File: src/rtl/enc83_req_encoder_if.sv
// Request/grant bundle for the 8-to-3 request encoder.
// The request sources and the downstream consumer sit on the master side.
// The encoder itself sits on the slave side.
interface enc83_req_encoder_if;
    logic       e;
    logic [7:0] req;
    logic       ack;
    logic [2:0] w;
    logic       valid;
    logic [7:0] pending;
    logic       multi;

    modport master (
        output e,
        output req,
        output ack,
        input  w,
        input  valid,
        input  pending,
        input  multi
    );

    modport slave (
        input  e,
        input  req,
        input  ack,
        output w,
        output valid,
        output pending,
        output multi
    );
endinterface

File: src/rtl/enc83_req_encoder.sv
// Sequential 8-to-3 request encoder with a sticky pending register.
// It grants one request at a time on w/valid, and each grant is retired by ack.
// `e` is an active-low enable that gates both request sampling and new grants.
// Compile-time option ENC83_RR_EN selects round-robin arbitration.
// Without ENC83_RR_EN, the highest set index always wins.
module enc83_req_encoder (
    input  logic               clk,
    input  logic               rst_n,
    enc83_req_encoder_if.slave bus
);

    localparam logic [0:0] ST_IDLE  = 1'b0;
    localparam logic [0:0] ST_GRANT = 1'b1;

    logic [0:0] state_q;
    logic [2:0] w_q;
    logic [7:0] pending_q;
    logic [7:0] pending_nx;
    logic [7:0] clr;
    logic       multi_q;
    logic       valid;
    logic [2:0] sel_idx;
    logic       sel_found;

    assign valid       = (state_q == ST_GRANT);
    assign bus.valid   = valid;
    assign bus.w       = w_q;
    assign bus.pending = pending_q;
    assign bus.multi   = multi_q;

    // Retire only the bit whose grant is being acknowledged on this edge.
    always_comb begin
        clr = 8'h00;
        if (valid && bus.ack) begin
            clr[w_q] = 1'b1;
        end
    end

    // Sets take precedence over the clear, so a bit re-requested in its own ack cycle stays pending.
    always_comb begin
        pending_nx = (pending_q & ~clr) | (bus.e ? 8'h00 : bus.req);
    end

`ifdef ENC83_RR_EN
    logic [2:0] ptr_q;
    logic [2:0] rr_idx;

    // Search downward from just below the last granted index and wrap around, so nothing starves.
    always_comb begin
        sel_idx   = 3'd0;
        sel_found = 1'b0;
        rr_idx    = 3'd0;
        for (int k = 1; k <= 8; k++) begin
            rr_idx = ptr_q - 3'(k);
            if (!sel_found && pending_q[rr_idx]) begin
                sel_idx   = rr_idx;
                sel_found = 1'b1;
            end
        end
    end

    // The pointer remembers the last acknowledged grant.
    always_ff @(posedge clk or negedge rst_n) begin
        if (!rst_n) begin
            ptr_q <= 3'd0;
        end else if (valid && bus.ack) begin
            ptr_q <= w_q;
        end
    end
`else
    // Fixed priority: the highest set index wins, because later loop iterations overwrite earlier ones.
    always_comb begin
        sel_idx   = 3'd0;
        sel_found = 1'b0;
        for (int i = 0; i < 8; i++) begin
            if (pending_q[i]) begin
                sel_idx   = 3'(i);
                sel_found = 1'b1;
            end
        end
    end
`endif

    // Pending register, plus the multi flag computed from the value pending takes after this edge.
    always_ff @(posedge clk or negedge rst_n) begin
        if (!rst_n) begin
            pending_q <= 8'h00;
            multi_q   <= 1'b0;
        end else begin
            pending_q <= pending_nx;
            multi_q   <= ((pending_nx & (pending_nx - 8'h01)) != 8'h00);
        end
    end

    // Two-state grant FSM: a grant is held until it is acknowledged and can never be aborted.
    always_ff @(posedge clk or negedge rst_n) begin
        if (!rst_n) begin
            state_q <= ST_IDLE;
            w_q     <= 3'd0;
        end else begin
            case (state_q)
                ST_IDLE: begin
                    if (!bus.e && sel_found) begin
                        w_q     <= sel_idx;
                        state_q <= ST_GRANT;
                    end
                end
                ST_GRANT: begin
                    if (bus.ack) begin
                        state_q <= ST_IDLE;
                    end
                end
                default: begin
                    state_q <= ST_IDLE;
                end
            endcase
        end
    end

endmodule

File: src/flat_wrapper.sv
// flat-port wrapper written by rule: the top's interface ports become plain ports
module enc83_req_encoder_flat 
  (clk, rst_n, bus_e, bus_req, bus_ack, bus_w, bus_valid, bus_pending, bus_multi);
  enc83_req_encoder_if bus_i ();
  input  logic clk;
  input  logic rst_n;
  input wire logic [$bits(bus_i.e)-1:0] bus_e;
  input wire logic [$bits(bus_i.req)-1:0] bus_req;
  input wire logic [$bits(bus_i.ack)-1:0] bus_ack;
  output wire logic [$bits(bus_i.w)-1:0] bus_w;
  output wire logic [$bits(bus_i.valid)-1:0] bus_valid;
  output wire logic [$bits(bus_i.pending)-1:0] bus_pending;
  output wire logic [$bits(bus_i.multi)-1:0] bus_multi;
  assign bus_i.e = bus_e;
  assign bus_i.req = bus_req;
  assign bus_i.ack = bus_ack;
  assign bus_w = bus_i.w;
  assign bus_valid = bus_i.valid;
  assign bus_pending = bus_i.pending;
  assign bus_multi = bus_i.multi;
  enc83_req_encoder u_core (.clk(clk), .rst_n(rst_n), .bus(bus_i));
endmodule
File: config.mk
export PLATFORM = sky130hd
export DESIGN_NAME = enc83_req_encoder_flat
export DESIGN_NICKNAME = d
export VERILOG_FILES = /design/src/rtl/enc83_req_encoder_if.sv /design/src/rtl/enc83_req_encoder.sv /design/src/flat_wrapper.sv
export SDC_FILE = /design/constraint.sdc
export NUM_CORES = 1
export LEC_CHECK = 0
export BUFFER_PORTS_ARGS = -buffer_cell sky130_fd_sc_hd__buf_4
export CAP_MARGIN = 20
export CORE_MARGIN = 2
export CORE_UTILIZATION = 40
export CTS_BUF_LIST = sky130_fd_sc_hd__clkbuf_2 sky130_fd_sc_hd__clkbuf_4 sky130_fd_sc_hd__clkbuf_8
export CTS_CLUSTER_DIAMETER = 30
export DETAILED_ROUTE_END_ITERATION = 10
export GPL_TIMING_DRIVEN = 0
export PLACE_DENSITY = 0.65
export SLEW_MARGIN = 0
export SYNTH_ARGS = -nofsm -noshare
export SYNTH_HDL_FRONTEND = slang
export SYNTH_SLANG_ARGS = --single-unit
File: constraint.sdc
create_clock -name clk -period 1.47 [get_ports clk]
set_input_delay 0.441 -clock clk [delete_from_list [all_inputs] [get_ports clk]]
set_output_delay 0.441 -clock clk [all_outputs]
set_load 0.02 [all_outputs]
==> results summary, run 1 <==
The library cells used most frequently in the layout, excluding fill and tap cells, are 25 x buf_4, 11 x dfrtp_1, 10 x nand2_1. The area growth from synthesis to layout is 40.52%. The number of top-level pins is 25.

Setup repair after global routing could not meet its margin everywhere. TritonCTS built the clock tree. Once routing completed, OpenROAD measured the worst setup slack at -0.2324 ns. The global placement routability congestion came out at 0.7941. At the end of the flow, the number of nets in the layout was between 100 and 150. After technology mapping, the gate count stands at 79. The DRC violation total after the first TritonRoute iteration is 10. The height of the die is 46.41 um.

The smallest clock period supported by the final layout is computed as 1.702 ns. The worst endpoint data arrival time came out at 1.86 ns. Across the whole layout, storage elements account for 327.8 um2. The worst-case headroom to the max-slew limit came out at 76.39%. The global-route wire length before repair is 2835 um. The checks that failed: setup timing.

The clock edge transition at the registers on the reported setup and hold paths came out at 0.08 ns. The share of the clock period used by the worst path is 115.8%. The remaining design rule violation count is 0. The number of different library cells used by synthesis comes to 29. The multi-input logic area is 390.4 um2. The top fanout value on the critical path came out at 5. The path class of the tightest hold or removal check is in -> reg. The area after detailed placement is 932.1 um2.

Before antenna repair, the detailed router went through 3 iterations. The number of H-tree branching levels came out at 1. Across the routed clock network, the largest skew measured is between 0.0015 and 0.002 ns. The tool flagged a number of max-cap violations equal to 0. After legalization and detailed placement, the total HPWL measured 1359 um. The tightest hold margin came out at 0.3615 ns. The post-route netlist has 43.12% of its cells at a drive strength greater than 1.

The run finished, with violations left. The count of filler cells inserted in the layout is between 150 and 200. Input and output buffers added on the ports amount to 24.

The root buffer cell chosen for the clock tree is clkbuf_4. The synthesis-stage register bit count came out at 13. For this block, the routed nets add up to 1725 um of wire. The number of nets produced by synthesis came out at 91. The clock latency on the worst-skew pair is 0.27 ns. The die area is between 2000 and 2500 um2. In this run the static leakage power is between 0.4 and 0.5 nW.

Summed over all failing endpoints, the final setup total negative slack is -0.2324 ns. The die is ~46 um wide. Counting every sink on the clock net gives 13. The site row count is 15. The worst setup path is launched from a flop. For this run, the top clock speed supported by timing is 0.5874 GHz. The number of CTS-inserted buffers came out at 3. The design area came out at 1011 um2. The initial antenna violation count came to 0. Setup violations remaining at the end of the flow were counted as 1. The total of warnings raised by yosys came out at 0. The floorplan step defined a core boundary enclosing 1708 um2. The largest net degree at the start of global routing came out at 14. The library cell used most frequently in the layout, excluding fill and tap cells, is buf_4.

The average instance area after synthesis is 9.107 um2. The number of routed nets with antenna violations came out at 0. The number of hold violations in the final report came out at 0. The required time at the worst-slack endpoint came out at 1.63 ns. The transition at the pin with the smallest max-transition slack came out at 0.3541 ns. The overall routing resource usage is 18.89%. The routed length per placed instance came out at 12.87 um. The vias after detailed routing is 686. For this run the aggregate overflow at the end of global routing stands at 0. The endpoint kind of the worst setup timing path is a flop. Summing every instance area after synthesis gives 719.4 um2. The count of final max-slew check failures came out at 0. For this run, the register share of the synthesized area comes to 45.22%. The number of diodes added for antenna fixing came out at 0.

The number of buffers between clock root and the deepest sink came out at 2. The starting density of the core is 42.12%. The post-route total power came out at 0.9964 mW.

The maximum VDD drop is between 400 and 500 uV. The average vias per placed instance came out at roughly 5.1. By startpoint and endpoint, the worst setup path is classified as reg -> reg. The power per cell area came out at roughly 990 nW/um2. The number of global-route vias before repair came out at between 600 and 700.
## cell families (layout without fill, tap and decap cells)
kind of cell    after synthesis  count (layout)  share of synthesized area [%]
buf+inv                       9              39                          4.695
flops                        13              13                          45.22
compound gates               29              29                          31.30
simple gates                 28              28                          18.78
## registers in the layout, summed over array words and instances, names as in the netlist
signal	flops
u_core.bus.multi	1
u_core.bus.w	3
u_core.bus.valid	1
u_core.bus.pending	8
## Yosys cell counts (all sizes together)
library cell  instances  area [um2]
a22oi                 3       27.52
o21a                  1       8.760
or3                   2       12.51
o21bai                1       7.510
nand2                10       37.54
and3                  1       6.260
o22ai                 1       6.260
a221oi                2       30.03
o31ai                 2       15.01
nand2b                2       12.51
o31a                  2       20.02
a21boi                1       7.510
inv                   9       33.78
a211oi                1       7.510
nor4                  3       18.77
nand3                 1       5.000
a21oi                 5       25.02
nor3                  2       10.01
dfrtp                13       325.3
o2bb2ai               1       8.760
a21o                  3       22.52
nand3b                1       7.510
o21ai                 5       28.78
nor2                  6       25.03
a311o                 1       10.01
## final cells by class
cell class | count | area share (%)
flip-flops and latches | 13 | 32.43
multi-input cells | 57 | 38.61
inverters | 9 | 3.342
well taps | 25 | 3.094
repair buffers | 26 | 19.55
clock buffers | 4 | 2.970
## final timing paths
check	from	endpoint	slack, ns	depth (start not counted)
max	u_core.bus.w[0]	u_core.bus.multi	-0.23	6
min	bus_ack	u_core.bus.valid	0.36	2
max reg2reg	u_core.bus.w[0]	u_core.bus.multi	-0.23	6
min reg2reg	u_core.bus.w[0]	u_core.bus.w[0]	0.53	2
max in group asynchronous	rst_n	u_core.bus.pending[6]	0.75	2
min in group asynchronous	rst_n	u_core.bus.valid	0.54	2
## metal layers
layer  wire [um]  vias to the layer above  global-route usage (%)
li1            -                      350                       -
met1         811                      312                   24.82
met2         811                       20                   29.72
met3          75                        4                   3.529
met4          27                        0                   8.571
met5           0                        -                       0
## power by group
| part | internal (mW) | switching, mW | total [mW] |
|---|---|---|---|
| combinational | 0.130 | 0.167 | 0.297 |
| clock | 0.124 | 0.118 | 0.241 |
| sequential | 0.399 | 0.0596 | 0.458 |
## through the flow
step	instances	setup WS (ns)	util, %
3_5_place_dp	128	-0.3122	54.58
3_3_place_gp	128	-0.2976	54.58
5_1_grt	134	-0.3770	59.19
2_1_floorplan	79	-0.1752	-
6_report	134	-0.2324	59.19
4_1_cts	134	-0.2704	57.73
## worst max-delay path: stages, from the launching register on
cell and delay [ns]:
dfrtp_2 0.43, nand3b_1 0.23, o31a_2 0.37, nor2_2 0.15, a221oi_2 0.09, nor4_2 0.21, o31ai_1 0.10
## timing repair
action | 4_1_cts | 5_1_grt
endpoints found under the hold margin | 13 | 0
buffers inserted | 1 | 0
gates resized for setup | 1 | 5
pin swaps | 1 | 0
hold buffers | 1 | 0
setup endpoints to repair | 3 | 4
No activity file was read; power rests on OpenSTA's default activity.
==> inputs of run 2 (changes only) <==
- SETUP_SLACK_MARGIN: default -> 0.15
==> run 2 against run 1 <==
Effect of this change:
- critical endpoint unchanged
- count of clock-buffer cells in the layout is the same
- the run still ends with setup timing left
- sequential cell count is the same
- worst setup slack worse by 0.021 ns
- combinational power grew 31%
- clock skew down 0.0010 ns
- fmax shrank 1.2%
- clock power barely moved
- cell area up 14%
- core utilization rose by 8.3 points
- wire length rose by 12%
==> results summary, run 2 (synthesized netlist as in run 1, its figures left out) <==
The worst register-to-register path begins at u_core.bus.w[0]. The worst setup path is launched from a flop. Clock-pin slew was measured on the worst setup and hold paths at 0.08 ns. The worst endpoint data arrival time is 1.88 ns.

The final cell utilization of the core came out at 67.47%. At the worst endpoint, the required time is 1.63 ns. The die is 46.41 um tall. The total leakage power came out at 0.5122 nW.

The checks that failed: setup timing. The count of filler cells inserted in the layout came out at 152. The number of nets in the layout is between 100 and 150. The core region is 1708 um2.

The global placement routability congestion is 0.7485. Of the cells placed in the final design, the portion with a size suffix greater than 1 is 53.33%. The number of flip-flops under the largest register name is 8.

The initial antenna violation count is 0. The slowest stage of the critical path belongs to the cell dfrtp_2. The cell family contributing the most delay on the critical path is simple AND/OR/NAND/NOR gates. The count of nets left with antenna violations once routing finished came out at 0. The worst hold path belongs to the class in -> reg. The internal power summed over all cells is 0.7237 mW. By startpoint and endpoint, the worst setup path is classified as reg -> reg.

The average vias per placed instance is 5.317. The number of buffers between clock root and the deepest sink came out at 2. The logic depth of the worst path, buffers included is 6. The number of CTS-inserted buffers is 3.

The worst reg2reg path depth came out at 6. Counting tap cells, the placed design contains a total of 128 instances. From synthesis to final layout, the design area changed by 60.17%.

The routed layout has 771 vias. The clock sink count came out at 13. Leaving out fill and tap cells, the most frequent cell in the layout is buf_4. In the layout the commonest cells are 26 x buf_4, 10 x nand2_1, 9 x buf_6. The floorplan has 15 rows. The final total negative setup slack came out at -0.3037 ns. Of the total power, the share spent switching nets is 33.77%. The number of global-route vias before repair came out at 677. The flow ran to the end, but the final reports show violations. The count of TritonRoute iterations in the first routing pass came out at 4. In this design, the stage delay of the slowest critical-path cell is about 0.43 ns. CTS placed an instance of clkbuf_4 at the clock tree root. The die area came out at 2154 um2.

The worst-case headroom to the max-slew limit came out at 74.11%. The aggregate global routing overflow came out at 0. The top fanout value on the critical path came out at 4.

TritonCTS built the clock tree. The number of top-level pins is 25. CTS built an H-tree with a depth of 1. The critical path starts at u_core.bus.w[0]. The power per cell area is 948.2 nW/um2.

The clock latency on the worst-skew pair came out at around 0.27 ns. Excluding fillers, the count of instances in the completed layout stands at ~150. STA classifies the critical path endpoint as a flop.

The signal on the critical path passes through nand3b_1 -> or3_1 -> a22oi_2 -> inv_2 -> a221oi_2 -> o31ai_1. After detailed placement, the total cell area comes to 937.1 um2. Setup violations remaining at the end of the flow were counted as 2. The number of hold violations in the final report is 0. On the final layout, the worst clock skew is 0.0008380 ns.

The design area is 1152 um2. The critical path endpoint is u_core.bus.multi. The worst hold path stage count is 2. The horizontal die dimension is 46.41 um. The post-detailed-routing wire length is between 1500 and 2000 um.

The transition at the pin with the smallest max-transition slack is 0.3883 ns. The number of antenna diodes in the final layout is 0. The power spent charging and discharging nets is 0.3690 mW.

The minimum period implied by the final worst setup slack is 1.724 ns. The design draws 1.093 mW. The DRC violation total after the first TritonRoute iteration came out at 7. The share of total power in the clock network is approximately 22%.

The largest net degree at the start of global routing came out at 14. Sequential cells account for 42.4% of the total power. The starting density of the core came out at between 40% and 50%. The count of final max-slew check failures is 0.

The portion of total power attributed to combinational logic came out at 35.7%. The number of buffers and inverters on the critical path is 1. IR analysis of the VDD net gives a maximum drop of 580.0 uV.

The remaining design rule violation count came out at 0. The routed length per placed instance came out at 13.36 um. The overall routing resource usage came out at 20.24%. The first global-routing pass estimated 2953 um of wire.

The total of buffers placed on input and output ports is 24. The achievable frequency is just under 0.6 GHz. Setup repair after global routing could not meet its margin everywhere. The detailed placer's ending HPWL is roughly 1400 um.

The reg-to-reg setup timing slack came out at -0.25 ns. The worst-case setup margin in the final layout came out at -0.2537 ns. In this run the critical register-to-register path is captured at u_core.bus.multi. The share of the clock period used by the worst path is 117.3%. Across the run, the number of max-cap violations was 0.
-- run 2: cell count changes in the layout (fill, tap and decap cells not counted), sizes merged --
cell,before,now
buf,25,36
-- run 2: timing repair --
item,CTS,global route
pin swaps,4,3
gates resized for setup,11,9
endpoints found under the hold margin,13,0
buffers inserted,8,4
setup endpoints to repair,14,20
hold buffers,1,0
-- run 2: worst min-delay path by stage --
stage	slack, ns	startpoint	endpoint
after floorplan	0.15	rst_n	u_core.bus.multi
after global placement	0.29	rst_n	u_core.bus.valid
after detailed placement	0.29	rst_n	u_core.bus.valid
after CTS	0.33	bus_ack	u_core.bus.valid
after global routing	0.34	bus_ack	u_core.bus.valid
final	0.34	bus_ack	u_core.bus.valid
-- run 2: final cells by class --
cell class | instances | area (um2) | share of cell area, %
Sequential cell | 13 | 332.8 | 28.88
Clock buffer | 4 | 30.03 | 2.606
Multi-Input combinational cell | 57 | 397.9 | 34.53
Tap cell | 25 | 31.28 | 2.714
Inverter | 9 | 33.78 | 2.932
Timing Repair Buffer | 37 | 326.6 | 28.34
-- run 2: metal layers --
metal / vias to the layer above / track usage [%] / wire length (um)
li1: 373 / - / -
met1: 377 / 25.54 / 850
met2: 17 / 31.11 / 977
met3: 4 / 5.490 / 72
met4: 0 / 10.86 / 36
met5: - / 0 / 0
-- run 2: per-stage QoR --
step           hold WS (ns)  worst slack (ns)
3_3_place_gp         0.2928           -0.2954
5_1_grt              0.3399           -0.3824
4_1_cts              0.3348           -0.2557
2_1_floorplan        0.1454           -0.1752
3_5_place_dp         0.2933           -0.3177
6_report             0.3420           -0.2537
-- run 2: power groups by stage --
stage / Combinational [mW] / Sequential (mW) / Clock [mW]
global placement: 0.284 / 0.461 / 0
CTS: 0.340 / 0.460 / 0.248
finish: 0.390 / 0.464 / 0.239
floorplan: 0.119 / 0.500 / 0
detailed placement: 0.288 / 0.463 / 0
global route: 0.424 / 0.470 / 0.263
==> inputs of run 3 (changes only) <==
- CTS_CLUSTER_SIZE: default -> 40
- MAX_ROUTING_LAYER: default -> met4
==> run 3 against run 2 <==
Effect of this change:
- the flow still finishes with violations (setup timing)
- highest routed layer unchanged
- cell area did not move
- core utilization did not move
- sequential power barely moved
- wire length rose by 0.98%
- worst setup slack got worse by 0.011 ns
- non-clock buffer count did not move
- clock power barely moved
==> results summary, run 3 (synthesized netlist as in run 1, its figures left out) <==
The routed design has 1956 um of wire. The global-route wire length before repair is roughly 3000 um. The count of final max-slew check failures is 0. The clock sink count came out at 13. For the finished layout, the period the worst path requires is 1.734 ns. The DRC violation total after the first TritonRoute iteration came out at 6. Clock skew on the completed layout was measured at 0.0007844 ns. For this run, the total global-route usage over all layers was measured as 20.91%.

Of the available clock period, the critical path in the final layout requires 118.0%. The startpoint identified for the worst register-to-register timing path is u_core.bus.w[0]. Entering global routing, the biggest net connects 14 pins. The number of hold violations in the final report came out at 0. In this run the worst path has a maximum fanout of 4. The worst setup path is of the reg -> reg kind. The clock edge transition at the registers on the reported setup and hold paths came out at around 0.080 ns.

Routability-driven placement finished with a final weighted congestion of ~0.76. The worst reg2reg path depth is 6. The area inside the core boundary came out at 1708 um2. Prior to clock tree synthesis, the placed netlist has a worst setup slack of -0.3177 ns. The required time at the worst-slack endpoint came out at 1.63 ns.

Detailed placement finished with a half-perimeter wire length of 1388 um. The final cell utilization of the core came out at 67.47%. The final cell count without fillers came out at 145. Dividing the detail-routed via count by the number of cells gives 5.241. The worst endpoint data arrival time came out at approximately 1.9 ns.

The number of diodes added for antenna fixing is 0. Input and output buffers added on the ports amount to 24. The achievable frequency is 0.5766 GHz.

In the layout the commonest cells are 26 x buf_4, 10 x nand2_1, 9 x buf_6. The clock latency on the worst-skew pair is ~0.27 ns. Once the floorplan was initialized, standard cells occupied 42.12% of the core. The critical path starts at u_core.bus.w[0]. The maximum VDD drop came out at 580.2 uV. The total leakage power is 0.5126 nW. The count of filler cells inserted in the layout came out at 152.

The final reports fail on setup timing. The number of CTS-inserted buffers came out at 3. The worst hold path belongs to the class in -> reg.

The horizontal die dimension came out at 46.41 um. The aggregate global routing overflow is 0. The share of final-layout standard cells stronger than drive strength 1 came out at 54.17%.

The net count of the finished layout is 133. The height of the die is about 46 um. The worst register-to-register path ends at u_core.bus.multi. The number of global-route vias before repair came to roughly 680.

The count of TritonRoute iterations in the first routing pass is 4. The number of flip-flops under the largest register name came out at 8. The area growth from synthesis to layout is 60.17%. The initial antenna violation count came out at 0. The worst hold path stage count came out at 2.

The worst-case headroom to the max-slew limit came out at about three quarters. The run finished, with violations left. The worst setup path is captured at a flop. For hold timing, the worst endpoint is u_core.bus.valid. Setup slack on the critical path of the routed design comes to -0.2643 ns. The die area is 2154 um2. The vias after detailed routing came out at 760.

In this run the most critical hold path is launched from bus_ack. Setup repair after global routing could not meet its margin everywhere. The number of routed nets with antenna violations came out at 0. The tree is rooted in a clkbuf_4. The tool flagged a number of max-cap violations equal to 0. The total of endpoints with negative setup slack in the final report is 2. The cell count after placement is 128.

The transition at the pin with the smallest max-transition slack came out at 0.3883 ns. STA classifies the critical path startpoint as a flop. The remaining design rule violation count is 0.

The site row count came out at 15. The number of buffers between clock root and the deepest sink is 2. The multi-input logic area is ~400 um2. The footprint of the flip-flops and latches came out at 332.8 um2. The library cell used most frequently in the layout, excluding fill and tap cells, is buf_4. TritonCTS built the clock tree. The number of top-level pins came out at 25. The power per cell area is around 950 nW/um2. The reg-to-reg setup timing slack is -0.26 ns. The routed length per placed instance came out at 13.49 um. The number of H-tree branching levels came out at 1.
run 3: cell counts in the layout (fill, tap and decap cells not counted):
No cell type changed its count.
run 3: how the worst max path moves through the flow:
stage	to	slack [ns]	cells after the start
6_report	u_core.bus.multi	-0.26	6
5_1_grt	u_core.bus.multi	-0.38	6
4_1_cts	u_core.bus.multi	-0.26	6
3_5_place_dp	u_core.bus.multi	-0.32	7
3_3_place_gp	u_core.bus.multi	-0.30	7
2_1_floorplan	u_core.bus.multi	-0.18	6
run 3: final cells by class:
class / count / share of cell area, %
multi-input cells: 57 / 34.53
repair buffers: 37 / 28.34
well taps: 25 / 2.714
flip-flops and latches: 13 / 28.88
inverters: 9 / 2.932
clock buffers: 4 / 2.606
run 3: power by group:
group	internal [mW]	switching (mW)
clock	0.124	0.115
sequential	0.401	0.0623
combinational	0.199	0.193
total	0.724	0.370
run 3: per-stage QoR:
step | area, um2 | hold WS (ns) | power [mW] | setup TNS (ns)
finish | 1152 | 0.3427 | 1.094 | -0.3131
global route | 1152 | 0.3399 | 1.157 | -0.5004
CTS | 1072 | 0.3348 | 1.048 | -0.2557
detailed placement | 937.1 | 0.2933 | 0.7514 | -0.3177
global placement | 937.1 | 0.2928 | 0.7453 | -0.2954
floorplan | 725.7 | 0.1454 | 0.6184 | -0.1752
run 3: layer usage:
metal | global-route usage [%] | part of all wire (%) | wire length, um | vias to the layer above
li1 | - | - | - | 370
met2 | 31.11 | 51 | 998 | 17
met4 | 10.86 | 1.8 | 36 | 0
met1 | 26.27 | 44 | 862 | 369
met5 | - | 0 | 0 | -
met3 | 4.706 | 3.0 | 58 | 4
run 3: timing repair:
action | 4_1_cts | 5_1_grt
pin swaps | 4 | 4
resized for setup | 11 | 10
gates cloned | 0 | 0
endpoints found under the setup margin | 14 | 20
hold buffers | 1 | 0
endpoints found under the hold margin | 13 | 0
setup buffers | 8 | 4
run 3: worst max-delay path, cell delays in order, from the launching register on:
cell and delay [ns]:
dfrtp_2 0.42, nand3b_1 0.24, or3_1 0.37, a22oi_2 0.17, inv_2 0.07, a221oi_2 0.24
o31ai_1 0.10
